[config.mk]
export PLATFORM = sky130hd
export DESIGN_NAME = fpu_f2i_conv
export DESIGN_NICKNAME = d
export VERILOG_FILES = /design/src/rtl/fpu_f2i_conv.sv
export SDC_FILE = /design/constraint.sdc
export NUM_CORES = 1
export LEC_CHECK = 0
export ABC_AREA = 1
export ABC_CLOCK_PERIOD_IN_PS = 5140
export BUFFER_PORTS_ARGS = -buffer_cell sky130_fd_sc_hd__buf_2
export CAP_MARGIN = 20
export CORE_MARGIN = 3
export CORE_UTILIZATION = 57
export DETAILED_ROUTE_END_ITERATION = 12
export PLACE_DENSITY_LB_ADDON = 0.3
export SYNTH_ARGS = -nofsm -noshare
export SYNTH_HDL_FRONTEND = slang
export SYNTH_SLANG_ARGS = --single-unit
[constraint.sdc]
create_clock -name i_clk -period 5.14 [get_ports i_clk]
set_input_delay 0.257 -clock i_clk [delete_from_list [all_inputs] [get_ports i_clk]]
set_output_delay 0.257 -clock i_clk [all_outputs]
set_load 0.1 [all_outputs]
[src/rtl/fpu_f2i_conv.sv]
// fpu_f2i_conv
//   Two-stage pipelined IEEE-754 single precision to signed fixed-point
//   converter. Round-to-nearest-even, saturation on overflow or +/-Inf,
//   NaN reported as zero with o_nan set, denormals flushed to zero.
//
//   Parameters
//     FIX_W   total fixed-point width (16..32)
//     FRAC_W  fractional bits of the output (0..FIX_W-1)
//
//   Ports
//     i_clk, i_rst_n        clock, asynchronous active-low reset
//     i_valid / o_ready     input handshake, i_32_a is the float word
//     o_valid / i_ready     output handshake
//     o_fix                 signed fixed-point result
//     o_ovf                 result saturated (out of range or Inf)
//     o_nan                 input was NaN, o_fix = 0
//     o_inexact             nonzero bits were discarded by rounding
//     o_sat_cnt             saturating count of outputs with o_ovf|o_nan
//                           (only when FPU_F2I_SAT_CNT_EN is defined)
//
//   Optional feature macro: FPU_F2I_SAT_CNT_EN

module fpu_f2i_conv #(
  parameter int FIX_W  = 32,
  parameter int FRAC_W = 16
) (
  input  logic             i_clk,
  input  logic             i_rst_n,
  input  logic             i_valid,
  output logic             o_ready,
  input  logic [31:0]      i_32_a,
  output logic             o_valid,
  input  logic             i_ready,
  output logic [FIX_W-1:0] o_fix,
  output logic             o_ovf,
  output logic             o_nan,
  output logic             o_inexact
`ifdef FPU_F2I_SAT_CNT_EN
  ,
  output logic [15:0]      o_sat_cnt
`endif
);

  typedef enum logic [1:0] {
    CLS_ZERO,
    CLS_INF,
    CLS_NAN,
    CLS_NORM
  } cls_t;

  localparam logic [63:0]      LIM     = 64'd1 << (FIX_W - 1);
  localparam logic [FIX_W-1:0] FIX_MAX = {1'b0, {(FIX_W-1){1'b1}}};
  localparam logic [FIX_W-1:0] FIX_MIN = {1'b1, {(FIX_W-1){1'b0}}};

  // ---------------------------------------------------------------------
  // Handshake
  // ---------------------------------------------------------------------
  logic s1_valid;
  logic s1_adv;
  logic s2_adv;

  assign s2_adv  = ~o_valid | i_ready;
  assign s1_adv  = ~s1_valid | s2_adv;
  assign o_ready = s1_adv;

  // ---------------------------------------------------------------------
  // Stage 1: decode
  // ---------------------------------------------------------------------
  logic [7:0]        in_exp;
  logic [22:0]       in_frac;
  cls_t              in_cls;
  logic signed [9:0] in_sh;

  assign in_exp  = i_32_a[30:23];
  assign in_frac = i_32_a[22:0];

  always_comb begin
    in_cls = CLS_NORM;
    if (in_exp == 8'h00) begin
      in_cls = CLS_ZERO;
    end else if (in_exp == 8'hFF) begin
      in_cls = (in_frac == '0) ? CLS_INF : CLS_NAN;
    end
  end

  // Left-shift amount that places the mantissa LSB at the output LSB.
  assign in_sh = $signed({2'b00, in_exp}) - 10'sd150 + $signed(10'(FRAC_W));

  logic              s1_sign;
  logic [23:0]       s1_man;
  logic signed [9:0] s1_sh;
  cls_t              s1_cls;

  always_ff @(posedge i_clk or negedge i_rst_n) begin
    if (!i_rst_n) begin
      s1_valid <= 1'b0;
      s1_sign  <= 1'b0;
      s1_man   <= '0;
      s1_sh    <= '0;
      s1_cls   <= CLS_ZERO;
    end else if (s1_adv) begin
      s1_valid <= i_valid;
      if (i_valid) begin
        s1_sign <= i_32_a[31];
        s1_man  <= {1'b1, in_frac};
        s1_sh   <= in_sh;
        s1_cls  <= in_cls;
      end
    end
  end

  // ---------------------------------------------------------------------
  // Stage 2: shift, round, saturate
  // ---------------------------------------------------------------------
  logic [25:0] man26;
  logic [25:0] q;
  logic [25:0] rmask;
  logic [9:0]  nsh;
  logic [4:0]  nsh5;
  logic [4:0]  gidx;
  logic        guard;
  logic        sticky;
  logic        big;
  logic        sh_inx;
  logic [63:0] mag;

  assign man26 = {2'b00, s1_man};
  assign nsh   = -s1_sh;
  assign nsh5  = nsh[4:0];
  assign gidx  = nsh5 - 5'd1;

  always_comb begin
    q      = '0;
    rmask  = '0;
    guard  = 1'b0;
    sticky = 1'b0;
    big    = 1'b0;
    sh_inx = 1'b0;
    mag    = '0;
    if (!s1_sh[9]) begin
      // Any shift past 39 is far beyond a 32-bit result: saturate directly.
      if (s1_sh > 10'sd39) begin
        big = 1'b1;
      end else begin
        mag = {40'd0, s1_man} << s1_sh[5:0];
      end
    end else if (nsh > 10'd25) begin
      sh_inx = 1'b1;
    end else begin
      q      = man26 >> nsh5;
      guard  = man26[gidx];
      rmask  = (26'd1 << gidx) - 26'd1;
      sticky = |(man26 & rmask);
      mag    = {38'd0, q} + {63'd0, guard & (sticky | q[0])};
      sh_inx = guard | sticky;
    end
  end

  logic [FIX_W-1:0] r_fix;
  logic             r_ovf;
  logic             r_nan;
  logic             r_inx;

  always_comb begin
    r_fix = '0;
    r_ovf = 1'b0;
    r_nan = 1'b0;
    r_inx = 1'b0;
    unique case (s1_cls)
      CLS_NAN: begin
        r_nan = 1'b1;
      end
      CLS_INF: begin
        r_ovf = 1'b1;
        r_fix = s1_sign ? FIX_MIN : FIX_MAX;
      end
      CLS_NORM: begin
        // Rounding carry is covered here since mag already includes it.
        if (big || (mag > LIM) || ((mag == LIM) && !s1_sign)) begin
          r_ovf = 1'b1;
          r_fix = s1_sign ? FIX_MIN : FIX_MAX;
        end else begin
          r_inx = sh_inx;
          r_fix = s1_sign ? -mag[FIX_W-1:0] : mag[FIX_W-1:0];
        end
      end
      default: begin
      end
    endcase
  end

  always_ff @(posedge i_clk or negedge i_rst_n) begin
    if (!i_rst_n) begin
      o_valid   <= 1'b0;
      o_fix     <= '0;
      o_ovf     <= 1'b0;
      o_nan     <= 1'b0;
      o_inexact <= 1'b0;
    end else if (s2_adv) begin
      o_valid <= s1_valid;
      if (s1_valid) begin
        o_fix     <= r_fix;
        o_ovf     <= r_ovf;
        o_nan     <= r_nan;
        o_inexact <= r_inx;
      end
    end
  end

`ifdef FPU_F2I_SAT_CNT_EN
  always_ff @(posedge i_clk or negedge i_rst_n) begin
    if (!i_rst_n) begin
      o_sat_cnt <= '0;
    end else if (o_valid && i_ready && (o_ovf || o_nan) && (o_sat_cnt != '1)) begin
      o_sat_cnt <= o_sat_cnt + 16'd1;
    end
  end
`endif

endmodule

==> metrics.cfg <==
[run_status]
status = completed

[detailed_routing]
met2_length_um = 17000
ant_nets = 0
wl_met3_um = 3950
avgViaCountPerCell = 5.93
routed.top_layer = met4
drt_iter0_drc = 1440
drt_wl_total_um = 37900
wl_met1_um = 15700
dr.pass1.iters = 7
wl_per_cell_um = 17.9
dr_total_vias = 12600
drc = 0

[placed_design]
place_ws_ns = -0.0472
gp_congestion = 1.11
io_buffer_count = 72
dp.cells = 2093
postPlaceCellArea_um2 = 11000
dp_hpwl_um = 29800

[sta]
clock_skew_ns = 0.0127
period_needed_ns = 5.02
tightestPinTransition_ns = 0.933
min_period_over_period_pct = 97.6
layout_setup_ws_ns = 0.121
finalSetupViolCount = 0
report.final.slew_viol_count = 0
slew_headroom_pct = 37.8
hold_viol = 0
fmax_ghz = 0.199

[floorplan]
die_w_um = 141
dieArea_um2 = 19900
core-area_um2 = 17600
initial_utilization_pct = 59.2
dieHeight_um = 141
pin_count = 73
row_count = 48

[setup_path]
endpoint_kind = register
critPathLaunchType = register
required_ns = 5.40
cp_max_fo = 8
crit_family = simple AND/OR/NAND/NOR gates
arrival_ns = 5.28
worst_path_largest_cell_delay_ns = 0.46
crit_slowest_cell = dfrtp_2
critPathBufInv = 8
setup.worst_path.class = reg2reg
crit_top_cell = nand2_2

[layout]
nFillCells = 1657
final_common_cell = nand2_1
fin_nets = 1939
syn2layout_area_growth_pct = 13.0
final_cells = 2123
final_cell_mix = nand2_1, nor2_1, nand3_1, inv_1, o21ai_0
final_cell_area_um2 = 11800
utilization_pct = 66.9
drive_gt1_share_pct = 20.9
insertedDiodeCount = 0

[global_routing]
antenna_found_initial = 0
grt_pass1_vias = 11100
grt_usage_pct = 36.4
grt_max_degree = 75
grt_pass1_wl_um = 58400
grt_remaining_overflow = 0

[synthesis]
yosysWarnings = 0
synth_edf_count = 0
ys_ff_latch = 74
synth_cells = 1815
ys_seq_area_share_pct = 17.8
synth.distinct_cells = 61
syn_area_um2 = 10400
synth_area_per_cell_um2 = 5.74
synthArstFlopShare_pct = 100
dominantRegCellSynth = dfrtp_1
synth_nets = 1861

[clocking]
numCtsBuffers = 9
cts_htree_levels = 3
clkTransAtPathRegs_ns = 0.07
clockBufferDepth = 2
cts_sinks = 74
hold_buffers = 0
cts_tree = yes
clkLatencyLatePin_ns = 0.34
cts_root_buffer = clkbuf_16

[pwr]
ir_drop_v = 0.000687
leakage_uw = 0.00597
powerDensity_nw_per_um2 = 495
p_total_uw = 5830

[hold_path]
min-delay-path-class = in2async

[flow_run]
maxCapViolCount = 0

## synth_stat cells, types with 12 or more instances
| cell | count | share of area, % |
|---|---|---|
| a21oi_1 | 28 | 1.3 |
| xor2_1 | 14 | 1.2 |
| nand4_1 | 48 | 2.9 |
| buf_6 | 19 | 2.1 |
| clkbuf_1 | 25 | 0.90 |
| o211ai_1 | 23 | 1.7 |
| o21ai_1 | 21 | 1.0 |
| nor2_1 | 220 | 7.9 |
| nor2_2 | 21 | 1.3 |
| nand2_2 | 49 | 2.9 |
| o21ai_0 | 151 | 7.3 |
| or2_2 | 12 | 0.72 |
| nand2_1 | 579 | 21 |
| buf_2 | 13 | 0.62 |
| nor3_1 | 12 | 0.58 |
| dfrtp_1 | 74 | 18 |
| nand3_1 | 170 | 8.2 |
| nand3_2 | 18 | 1.7 |
| a21oi_2 | 21 | 1.8 |
| nor2_4 | 13 | 1.4 |
| inv_2 | 19 | 0.68 |
| inv_1 | 155 | 5.6 |
## kinds of logic (layout without fill, tap and decap cells)
kind of cell | after synthesis | after routing | share of synthesized area [%]
AOI/OAI and AO/OA | 279 | 279 | 16.0
xor gates and xnor gates | 16 | 16 | 1.35
adders and majority gates | 10 | 10 | 1.20
buffers and inverters | 262 | 345 | 12.2
DFF | 74 | 74 | 17.8
muxes | 7 | 7 | 0.673
and+or+nand+nor | 1167 | 1167 | 50.8
## stage by stage
step           hold slack (ns)  TNS, ns
6_report                0.0405        0
5_1_grt                  0.110    -1.93
4_1_cts                 0.0844        0
3_5_place_dp             0.440   -0.435
3_3_place_gp             0.424        0
2_1_floorplan          -0.0386        0
## report_power, final
group	internal [uW]	switching, uW
logic	1140	3070
clock network	446	277
registers	740	155
total	2330	3500
## flip-flops by register name, indices dropped and copies added (netlist names)
register   cells
s1_sign        1
o_fix         32
o_inexact      1
s1_cls         2
o_valid        1
s1_valid       1
s1_sh         10
s1_man        24
o_ovf          1
o_nan          1
## worst reg2reg max path: cells and delay by family, from the launching register on
| kind | cells | cell delay [ns] |
|---|---|---|
| buffers and inverters | 8 | 1.09 |
| AND/OR/NAND/NOR | 20 | 2.28 |
| flip-flops | 1 | 0.46 |
| adder cells (fa/ha/maj) | 1 | 0.15 |
| AO/OA/AOI/OAI | 5 | 0.96 |
## final timing paths
kind / depth (start not counted) / slack [ns] / startpoint / endpoint
worst max-delay path: 34 / 0.12 / s1_sh[3] / o_fix[5]
worst min-delay path: 1 / 0.04 / i_rst_n / o_fix[10]
worst max register to register: 34 / 0.12 / s1_sh[3] / o_fix[5]
worst min register to register: 2 / 0.50 / o_nan / o_nan
max in group asynchronous: 1 / 4.42 / i_rst_n / s1_sh[2]
min in group i_clk: 3 / 0.13 / i_32_a[21] / s1_man[21]
## routing by layer
layer | vias to the layer above | GRT usage [%]
met3 | 115 | 5.46
met1 | 5723 | 50.2
met2 | 688 | 59.2
li1 | 6057 | -
met5 | - | 0
met4 | 0 | 10.9
## area by class of cell
type / count / area (um2) / area share (%)
Sequential cell: 74 / 1850 / 15.7
Timing Repair Buffer: 149 / 1070 / 9.11
Clock buffer: 10 / 239 / 2.03
Inverter: 180 / 683 / 5.80
Tap cell: 225 / 282 / 2.39
Multi-Input combinational cell: 1479 / 7550 / 64.1
Clock inverter: 6 / 97.6 / 0.829
## what timing repair did
action	4_1_cts	5_1_grt
setup endpoints to repair	33	33
gates cloned	0	3
setup buffers	0	13
gates resized for setup	6	69
pin swaps	1	31
(Power assumes the default switching activity.)
